--- src/rtl/if_fetch.sv ---
// Instruction-fetch stage: owns the fetch PC, issues one outstanding imem req/ack at a time,
// buffers returned words in a DEPTH-entry FIFO toward ID. Redirect/flush enabled by IF_FETCH_REDIRECT_EN.
module if_fetch #(
    parameter logic [31:0] RESET_PC = 32'h0000_0000,
    parameter int unsigned DEPTH    = 2
) (
    input  logic        clk,
    input  logic        rst,
    output logic        if_fetch_imem_req_o,
    output logic [31:0] if_fetch_imem_addr_o,
    input  logic        if_fetch_imem_ack_i,
    input  logic [31:0] if_fetch_imem_data_i,
    input  logic        if_fetch_stall_i,
    output logic        if_fetch_valid_o,
    output logic [31:0] if_fetch_pc_o,
    output logic [31:0] if_fetch_inst_o
`ifdef IF_FETCH_REDIRECT_EN
    ,
    input  logic        if_fetch_redirect_i,
    input  logic [31:0] if_fetch_redirect_pc_i
`endif
);

    // state  | meaning
    // S_IDLE | no request outstanding, waiting for a free buffer slot
    // S_REQ  | request to fetch_pc outstanding, word is kept on ack
    // S_DROP | stale request outstanding after a redirect, word is discarded on ack

    localparam int unsigned PW = $clog2(DEPTH);
    localparam int unsigned CW = PW + 1;

    typedef enum logic [1:0] {
        S_IDLE,
        S_REQ
`ifdef IF_FETCH_REDIRECT_EN
        ,
        S_DROP
`endif
    } state_t;

    state_t          state_q, state_d;
    logic [31:0]     fetch_pc_q, fetch_pc_d;
    logic [31:0]     addr_q, addr_d;
    logic            req_q, req_d;
    logic [PW-1:0]   wr_ptr_q, wr_ptr_d;
    logic [PW-1:0]   rd_ptr_q, rd_ptr_d;
    logic [CW-1:0]   count_q, count_d;
    logic [31:0]     pc_mem_q   [DEPTH];
    logic [31:0]     inst_mem_q [DEPTH];

    logic            valid;
    logic            push;
    logic            pop;
    logic            flush;

    assign valid = (count_q != '0);

    always_comb begin
        state_d    = state_q;
        fetch_pc_d = fetch_pc_q;
        push       = 1'b0;
        pop        = valid && !if_fetch_stall_i;
        flush      = 1'b0;

        case (state_q)
            S_IDLE: begin
                if (count_q < CW'(DEPTH)) begin
                    state_d = S_REQ;
                end
            end
            S_REQ: begin
                if (if_fetch_imem_ack_i) begin
                    push       = 1'b1;
                    fetch_pc_d = fetch_pc_q + 32'd4;
                    if ((count_q + CW'(1) - CW'(pop)) >= CW'(DEPTH)) begin
                        state_d = S_IDLE;
                    end
                end
            end
`ifdef IF_FETCH_REDIRECT_EN
            S_DROP: begin
                if (if_fetch_imem_ack_i) begin
                    state_d = S_REQ;
                end
            end
`endif
            default: state_d = S_IDLE;
        endcase

`ifdef IF_FETCH_REDIRECT_EN
        // A redirect overrides everything: the buffer is flushed and the in-flight word, if any, becomes stale.
        if (if_fetch_redirect_i) begin
            flush      = 1'b1;
            push       = 1'b0;
            pop        = 1'b0;
            fetch_pc_d = {if_fetch_redirect_pc_i[31:2], 2'b00};
            if ((state_q == S_REQ || state_q == S_DROP) && !if_fetch_imem_ack_i) begin
                state_d = S_DROP;
            end else begin
                state_d = S_REQ;
            end
        end
`endif

        wr_ptr_d = wr_ptr_q + PW'(push);
        rd_ptr_d = rd_ptr_q + PW'(pop);
        count_d  = count_q + CW'(push) - CW'(pop);
        if (flush) begin
            wr_ptr_d = '0;
            rd_ptr_d = '0;
            count_d  = '0;
        end

        // Address must stay put while a request is waiting for its ack.
        addr_d = (req_q && !if_fetch_imem_ack_i) ? addr_q : fetch_pc_d;
        req_d  = (state_d != S_IDLE);
    end

    always_ff @(posedge clk or negedge rst) begin
        if (!rst) begin
            state_q    <= S_IDLE;
            fetch_pc_q <= RESET_PC;
            addr_q     <= RESET_PC;
            req_q      <= 1'b0;
            wr_ptr_q   <= '0;
            rd_ptr_q   <= '0;
            count_q    <= '0;
        end else begin
            state_q    <= state_d;
            fetch_pc_q <= fetch_pc_d;
            addr_q     <= addr_d;
            req_q      <= req_d;
            wr_ptr_q   <= wr_ptr_d;
            rd_ptr_q   <= rd_ptr_d;
            count_q    <= count_d;
        end
    end

    always_ff @(posedge clk) begin
        if (push) begin
            pc_mem_q[wr_ptr_q]   <= fetch_pc_q;
            inst_mem_q[wr_ptr_q] <= if_fetch_imem_data_i;
        end
    end

    assign if_fetch_imem_req_o  = req_q;
    assign if_fetch_imem_addr_o = addr_q;
    assign if_fetch_valid_o     = valid;
    assign if_fetch_pc_o        = valid ? pc_mem_q[rd_ptr_q] : 32'h0;
    assign if_fetch_inst_o      = valid ? inst_mem_q[rd_ptr_q] : 32'h0;

endmodule

--- config.mk ---
export PLATFORM = sky130hd
export DESIGN_NAME = if_fetch
export DESIGN_NICKNAME = d
export VERILOG_FILES = /design/src/rtl/if_fetch.sv
export SDC_FILE = /design/constraint.sdc
export NUM_CORES = 1
export LEC_CHECK = 0
export ABC_CLOCK_PERIOD_IN_PS = 4160
export CAP_MARGIN = 5
export CORE_UTILIZATION = 30
export DETAILED_ROUTE_END_ITERATION = 7
export DONT_BUFFER_PORTS = 1
export PLACE_DENSITY = 0.49
export SETUP_SLACK_MARGIN = 0.2
export SLEW_MARGIN = 20
export SYNTH_ARGS = -nofsm -noshare
export SYNTH_HDL_FRONTEND = slang
export SYNTH_SLANG_ARGS = --single-unit
--- constraint.sdc ---
create_clock -name clk -period 4.16 [get_ports clk]
set_clock_uncertainty 0.2 [all_clocks]
set_input_delay 0.208 -clock clk [delete_from_list [all_inputs] [get_ports clk]]
set_output_delay 0.208 -clock clk [all_outputs]
set_load 0.02 [all_outputs]
==> After elaboration in Yosys (flattened, before gate mapping) <==
Memory sizes are Yosys's and may differ from the RTL's.
Index checks and enable logic that the tools add are counted.
{ "op_classes": {"addsub": 7, "multipliers": 0, "div": 0, "magnitude_cmp": 2, "n_eq_ne": 1, "shift": 0, "muxes": 12, "bitwise": 0, "n_reduce_logical": 7} }
{ "op_table": {"columns": ["cell", "n"], "rows": [
  ["32-bit two-way mux", 4],
  ["32-bit by 3-bit adder with 32-bit output (second input constant)", 1],
  ["2-bit two-way mux", 3],
  ["1-bit two-way mux", 4],
  ["2-bit one-hot mux with 2 select lines", 1],
  ["2-bit nonzero test", 2],
  ["2-bit by 1-bit subtractor with 2-bit output", 2],
  ["1-bit adder", 2],
  ["2-bit by 1-bit adder with 2-bit output", 1],
  ["2-bit by 1-bit adder with 2-bit output (second input constant)", 1],
  ["2-bit by 1-bit == test with 1-bit output (second input constant)", 1],
  ["2-bit >= comparator (second input constant)", 1],
  ["1-bit logical AND", 2],
  ["1-bit logical NOT", 2],
  ["2-bit logical NOT", 1],
  ["2-bit less-than comparator (second input constant)", 1]
]} }
{ "totals": {"register_bits": 71, "latch_bits": 0, "mem_bits_rw": 128, "romBits": 0, "inputBits": 36, "output_inout_bits": 98, "word_cells": 38, "n_memories": 2} }
{ "memory_table": {"columns": ["name", "words", "width", "read_ports", "rd_clocked_by_memory_dff", "wr", "line", "rtl"], "rows": [
  ["inst_mem_q", 2, 32, 1, 0, 1, "49", "logic [31:0] inst_mem_q [DEPTH];"],
  ["pc_mem_q", 2, 32, 1, 0, 1, "48", "logic [31:0] pc_mem_q [DEPTH];"]
]} }

==> Depth between registers and ports, before layout <==
{ "logic_depth": {"depth_word": 8, "mapped_depth": 7} }

==> Least setup slack after synthesis <==
No wires, ideal clock.
{ "synth_timing": {"kind": "flip-flop to flip-flop", "start": "reg state_q[1]", "end": "mem inst_mem_q[1][0] (enable)", "t_arrival_ps": 2243, "required_time_ps": 3533, "path_slack_ps": 1291, "stages_incl_launch_ff": 4, "n_path_buf": 0, "synth_period_minus_slack_ps": 2869, "cell_sequence": "dfrtp_1 > nand3b_4 > inv_1 > ha_1"} }
{ "synth_via": {"elab_chain_len": 4} }
{ "synth_lines": {"columns": ["item", "line", "rtl"], "rows": [
  ["start: declaration", "41", "state_t state_q, state_d;"],
  ["start signal: assignment", "129", "state_q <= state_d;"],
  ["2-bit by 1-bit == test with 1-bit output", "65", "case (state_q)"],
  ["1-bit two-way mux", "65", null],
  ["1-bit two-way mux", "140", "if (push) begin"],
  ["1-bit two-way mux (not written as such)", "142", "inst_mem_q[wr_ptr_q] <= if_fetch_imem_data_i;"],
  ["end: declaration", "49", null]
]} }
No other way between the ends.

==> Worst setup path after layout <==
{ "layout_timing": {"start": "reg fetch_pc_q[12]", "end": "reg addr_q[25], in the netlist if_fetch_imem_addr_o[25]"} }
{ "layout_via": {"elab_chain_len": 3} }
{ "layout_lines": {"columns": ["item", "line", "rtl"], "rows": [
  ["start: declaration", "42", "logic [31:0] fetch_pc_q, fetch_pc_d;"],
  ["start signal: assignment", "130", "fetch_pc_q <= fetch_pc_d;"],
  ["32-bit by 3-bit adder with 32-bit output", "74", "fetch_pc_d = fetch_pc_q + 32'd4;"],
  ["32-bit two-way mux", "72", "if (if_fetch_imem_ack_i) begin"],
  ["32-bit two-way mux", "65", null],
  ["end signal: assignment", "131", "addr_q <= addr_d;"],
  ["end: declaration", "43", "logic [31:0] addr_q, addr_d;"]
]} }
No other way between the ends.
A chain may end at the register's enable or synchronous reset.

==> impl_metrics.json <==
{
  "yosys_warnings": 0,
  "worst_pin_slew_ns": 0.9983,
  "crit_required_ns": 4.30,
  "drtIter0Drc": 199,
  "die_h_um": 161.2,
  "cp_cell_sequence": "nand4_1 -> or4_1 -> or4_1 -> a31oi_1",
  "grt_pass1_wl_mm": 23.92,
  "slew_violations": 0,
  "cts-root-buf": "clkbuf_16",
  "area_growth_pct": 17.85,
  "cts_max_path_buffers": 2,
  "pwr-share-comb_pct": 23.5,
  "fin_util_pct": 36.44,
  "drc_errors": 0,
  "worstPathMaxFanout": 18,
  "layout.nets": 610,
  "fin_crit_sh_pct": 67.09,
  "fin_crit_ns": 2.791,
  "avgSynthCellArea_um2": 14.27,
  "yosysSeqAreaShare_pct": 70.99,
  "core_um2": 24600,
  "status": "complete, no violations",
  "routed_via_density": 4.688,
  "ctsHoldBuffers": 37,
  "ant_nets": 0,
  "cts.sinks": 191,
  "start_util_pct": 30.92,
  "diodes": 0,
  "leakage_nw": 3.627,
  "syn_inst": 533,
  "fill_cells": 2347,
  "finalSetupViolCount": 0,
  "r2r_slack_ns": 1.37,
  "cts_tree": "done",
  "antenna_found_initial": 0,
  "vias": 4247,
  "yosysUniqueCellTypes": 40,
  "place.gp.congestion": 0.7077,
  "final.setup.tns_ns": 0,
  "grt_pass1_vias": 4234,
  "cp-start-kind": "flip-flop",
  "hold_viol_final": 0,
  "grt_overflow": 0,
  "track_usage_pct": 12.23,
  "cp.arrival_ns": 2.93,
  "max-cap-violations": 0,
  "rsz0062_at_grt": "no",
  "crit_type": "reg2reg",
  "std_cell_rows": 57,
  "numCtsBuffers": 17,
  "hold_path.class": "in2async",
  "switching_power_mw": 1.843,
  "die_area_um2": 26000,
  "fin_area_um2": 8965,
  "ir_drop_mv": 0.2900,
  "cp_slowest_cell": "or4_1",
  "grt_max_degree": 68,
  "avgRoutedWirePerCell_um": 17.02,
  "final_cell_mix": "edfxtp_1, nor2_1, dfrtp_1",
  "clkLatencyLatePin_ns": 0.43,
  "drive_gt1_share_pct": 10.48,
  "layout_commonest_cell": "edfxtp_1",
  "cp-end-kind": "flip-flop",
  "crit_buf_inv": 0,
  "p_int_mw": 3.395,
  "clkTransAtPathRegs_ns": 0.08,
  "place_area_um2": 7958,
  "dpl.hpwl_mm": 10.06,
  "ys_seq_elements": 191,
  "synthesis.area_um2": 7607,
  "p_clk_share_pct": 30.3,
  "drt-total-wl_mm": 15.42,
  "switching_share_pct": 35.18,
  "dr.pass1.iters": 4,
  "relSlewSlack_pct": 33.44,
  "portBuffers": 0,
  "ios": 134,
  "postCtsResizedCells": 0,
  "max_freq_ghz": 0.3583,
  "power_frac_seq_pct": 46.2,
  "timing.critical_path.mode_cell": "or4_1",
  "cts_setup_buffers": 0,
  "cp_top_family": "simple AND/OR/NAND/NOR gates",
  "powerDensity_nw_per_um2": 584.3,
  "htree_levels": 4,
  "die_w_um": 161.2,
  "critPathMaxStageDelay_ns": 0.81
}
[metrics by stage]
stage / cells / worst slack, ns / hold slack [ns] / power, mW
floorplan: 537 / 1.291 / -0.2876 / 3.393
global placement: 836 / 1.499 / -0.2841 / 3.635
detailed placement: 836 / 1.421 / -0.2839 / 3.658
CTS: 905 / 1.281 / 0.1303 / 5.327
global route: 906 / 1.228 / 0.1529 / 5.507
finish: 906 / 1.369 / 0.1282 / 5.238
[cell type report]
| cell class | count | area (µm²) | area share, % |
|---|---|---|---|
| Clock inverter | 14 | 141.4 | 1.577 |
| Tap cell | 324 | 405.4 | 4.522 |
| Multi-Input combinational cell | 306 | 2056 | 22.93 |
| Clock buffer | 18 | 450.4 | 5.024 |
| Sequential cell | 191 | 5404 | 60.28 |
| Inverter | 12 | 45.04 | 0.5024 |
| Timing Repair Buffer | 41 | 462.9 | 5.164 |
[worst paths after layout]
| path | start | to | depth (start not counted) |
|---|---|---|---|
| max | fetch_pc_q[12]$_DFF_PN0_ | if_fetch_imem_addr_o[25]$_DFFE_PN0N_ | 4 |
| min | rst | if_fetch_imem_addr_o[2]$_DFFE_PN0N_ | 2 |
| max reg2reg | fetch_pc_q[12]$_DFF_PN0_ | if_fetch_imem_addr_o[25]$_DFFE_PN0N_ | 4 |
| min reg2reg | state_q[1]$_DFF_PN0_ | state_q[0]$_DFF_PN0_ | 1 |
| max in group asynchronous | rst | fetch_pc_q[30]$_DFF_PN0_ | 2 |
| min in group clk | if_fetch_imem_data_i[30] | inst_mem_q[1][30]$_DFFE_PP_ | 1 |
[power groups by stage]
stage          Clock [mW]  Sequential (mW)  Combinational (mW)
6_report             1.59             2.42                1.23
5_1_grt              1.72             2.45                1.33
4_1_cts              1.65             2.53                1.14
3_5_place_dp            0             2.57                1.09
3_3_place_gp            0             2.56                1.07
2_1_floorplan           0             2.36                1.04
[worst register-to-register path: cells and delay by family (launching register included)]
| family | cells | cell delay, ns |
|---|---|---|
| flops | 1 | 0.47 |
| compound gates | 1 | 0.21 |
| simple gates | 3 | 1.83 |
[per-layer routing]
layer / track usage (%) / part of all wire, % / vias up
met2: 19.75 / 48 / 111
met3: 4.443 / 7.3 / 12
li1: - / - / 2022
met4: 4.674 / 1.4 / 0
met5: 0 / 0 / -
met1: 14.92 / 44 / 2102
[logic make-up (layout without fill, tap and decap cells)]
logic type               after synthesis  in the layout  share of synthesized area, %
flip-flops                           191            191                         70.99
AND/OR/NAND/NOR                      169            169                         10.74
multiplexers                          73             73                         9.786
buffers and inverters                 40             85                         2.385
AO/OA/AOI/OAI                         39             39                         3.503
XOR/XNOR                              15             15                         1.727
adder cells (fa/ha/maj)                5              5                        0.8224
other                                  1              5                       0.04929
[state kept, by name, summed over array words and instances (netlist names)]
| signal | count |
|---|---|
| if_fetch_imem_addr_o | 30 |
| count_q | 2 |
| state_q | 2 |
| if_fetch_imem_req_o | 1 |
| fetch_pc_q | 30 |
| inst_mem_q | 64 |
| rd_ptr_q | 1 |
| wr_ptr_q | 1 |
| pc_mem_q | 60 |
[cell usage after synthesis (all sizes together)]
cell type	instances	area share, %
edfxtp	124	49
nor2	87	4.3
dfrtp	67	22
mux2i	62	8.2
nand2	29	1.4
clkbuf	19	0.94
a31oi	17	1.4
or4	15	1.6
o31ai	13	1.3
inv	12	0.59
mux2	11	1.6
nand4	10	0.82
xnor2	10	1.2
buf	9	0.86
nand3	9	0.59
ha	5	0.82
xor2	5	0.58
o21ai	4	0.26
or3	4	0.39
a221oi	2	0.23
and4	2	0.23
nand2b	2	0.16
nor3	2	0.13
nor4	2	0.16
a2bb2oi	1	0.12
a31o	1	0.12
and2	1	0.082
and2b	1	0.099
and3	1	0.082
conb	1	0.049
nand3b	1	0.26
nand4b	1	0.20
nor2b	1	0.082
o211ai	1	0.099
or2	1	0.082
Power figures use the tool's default switching activity.
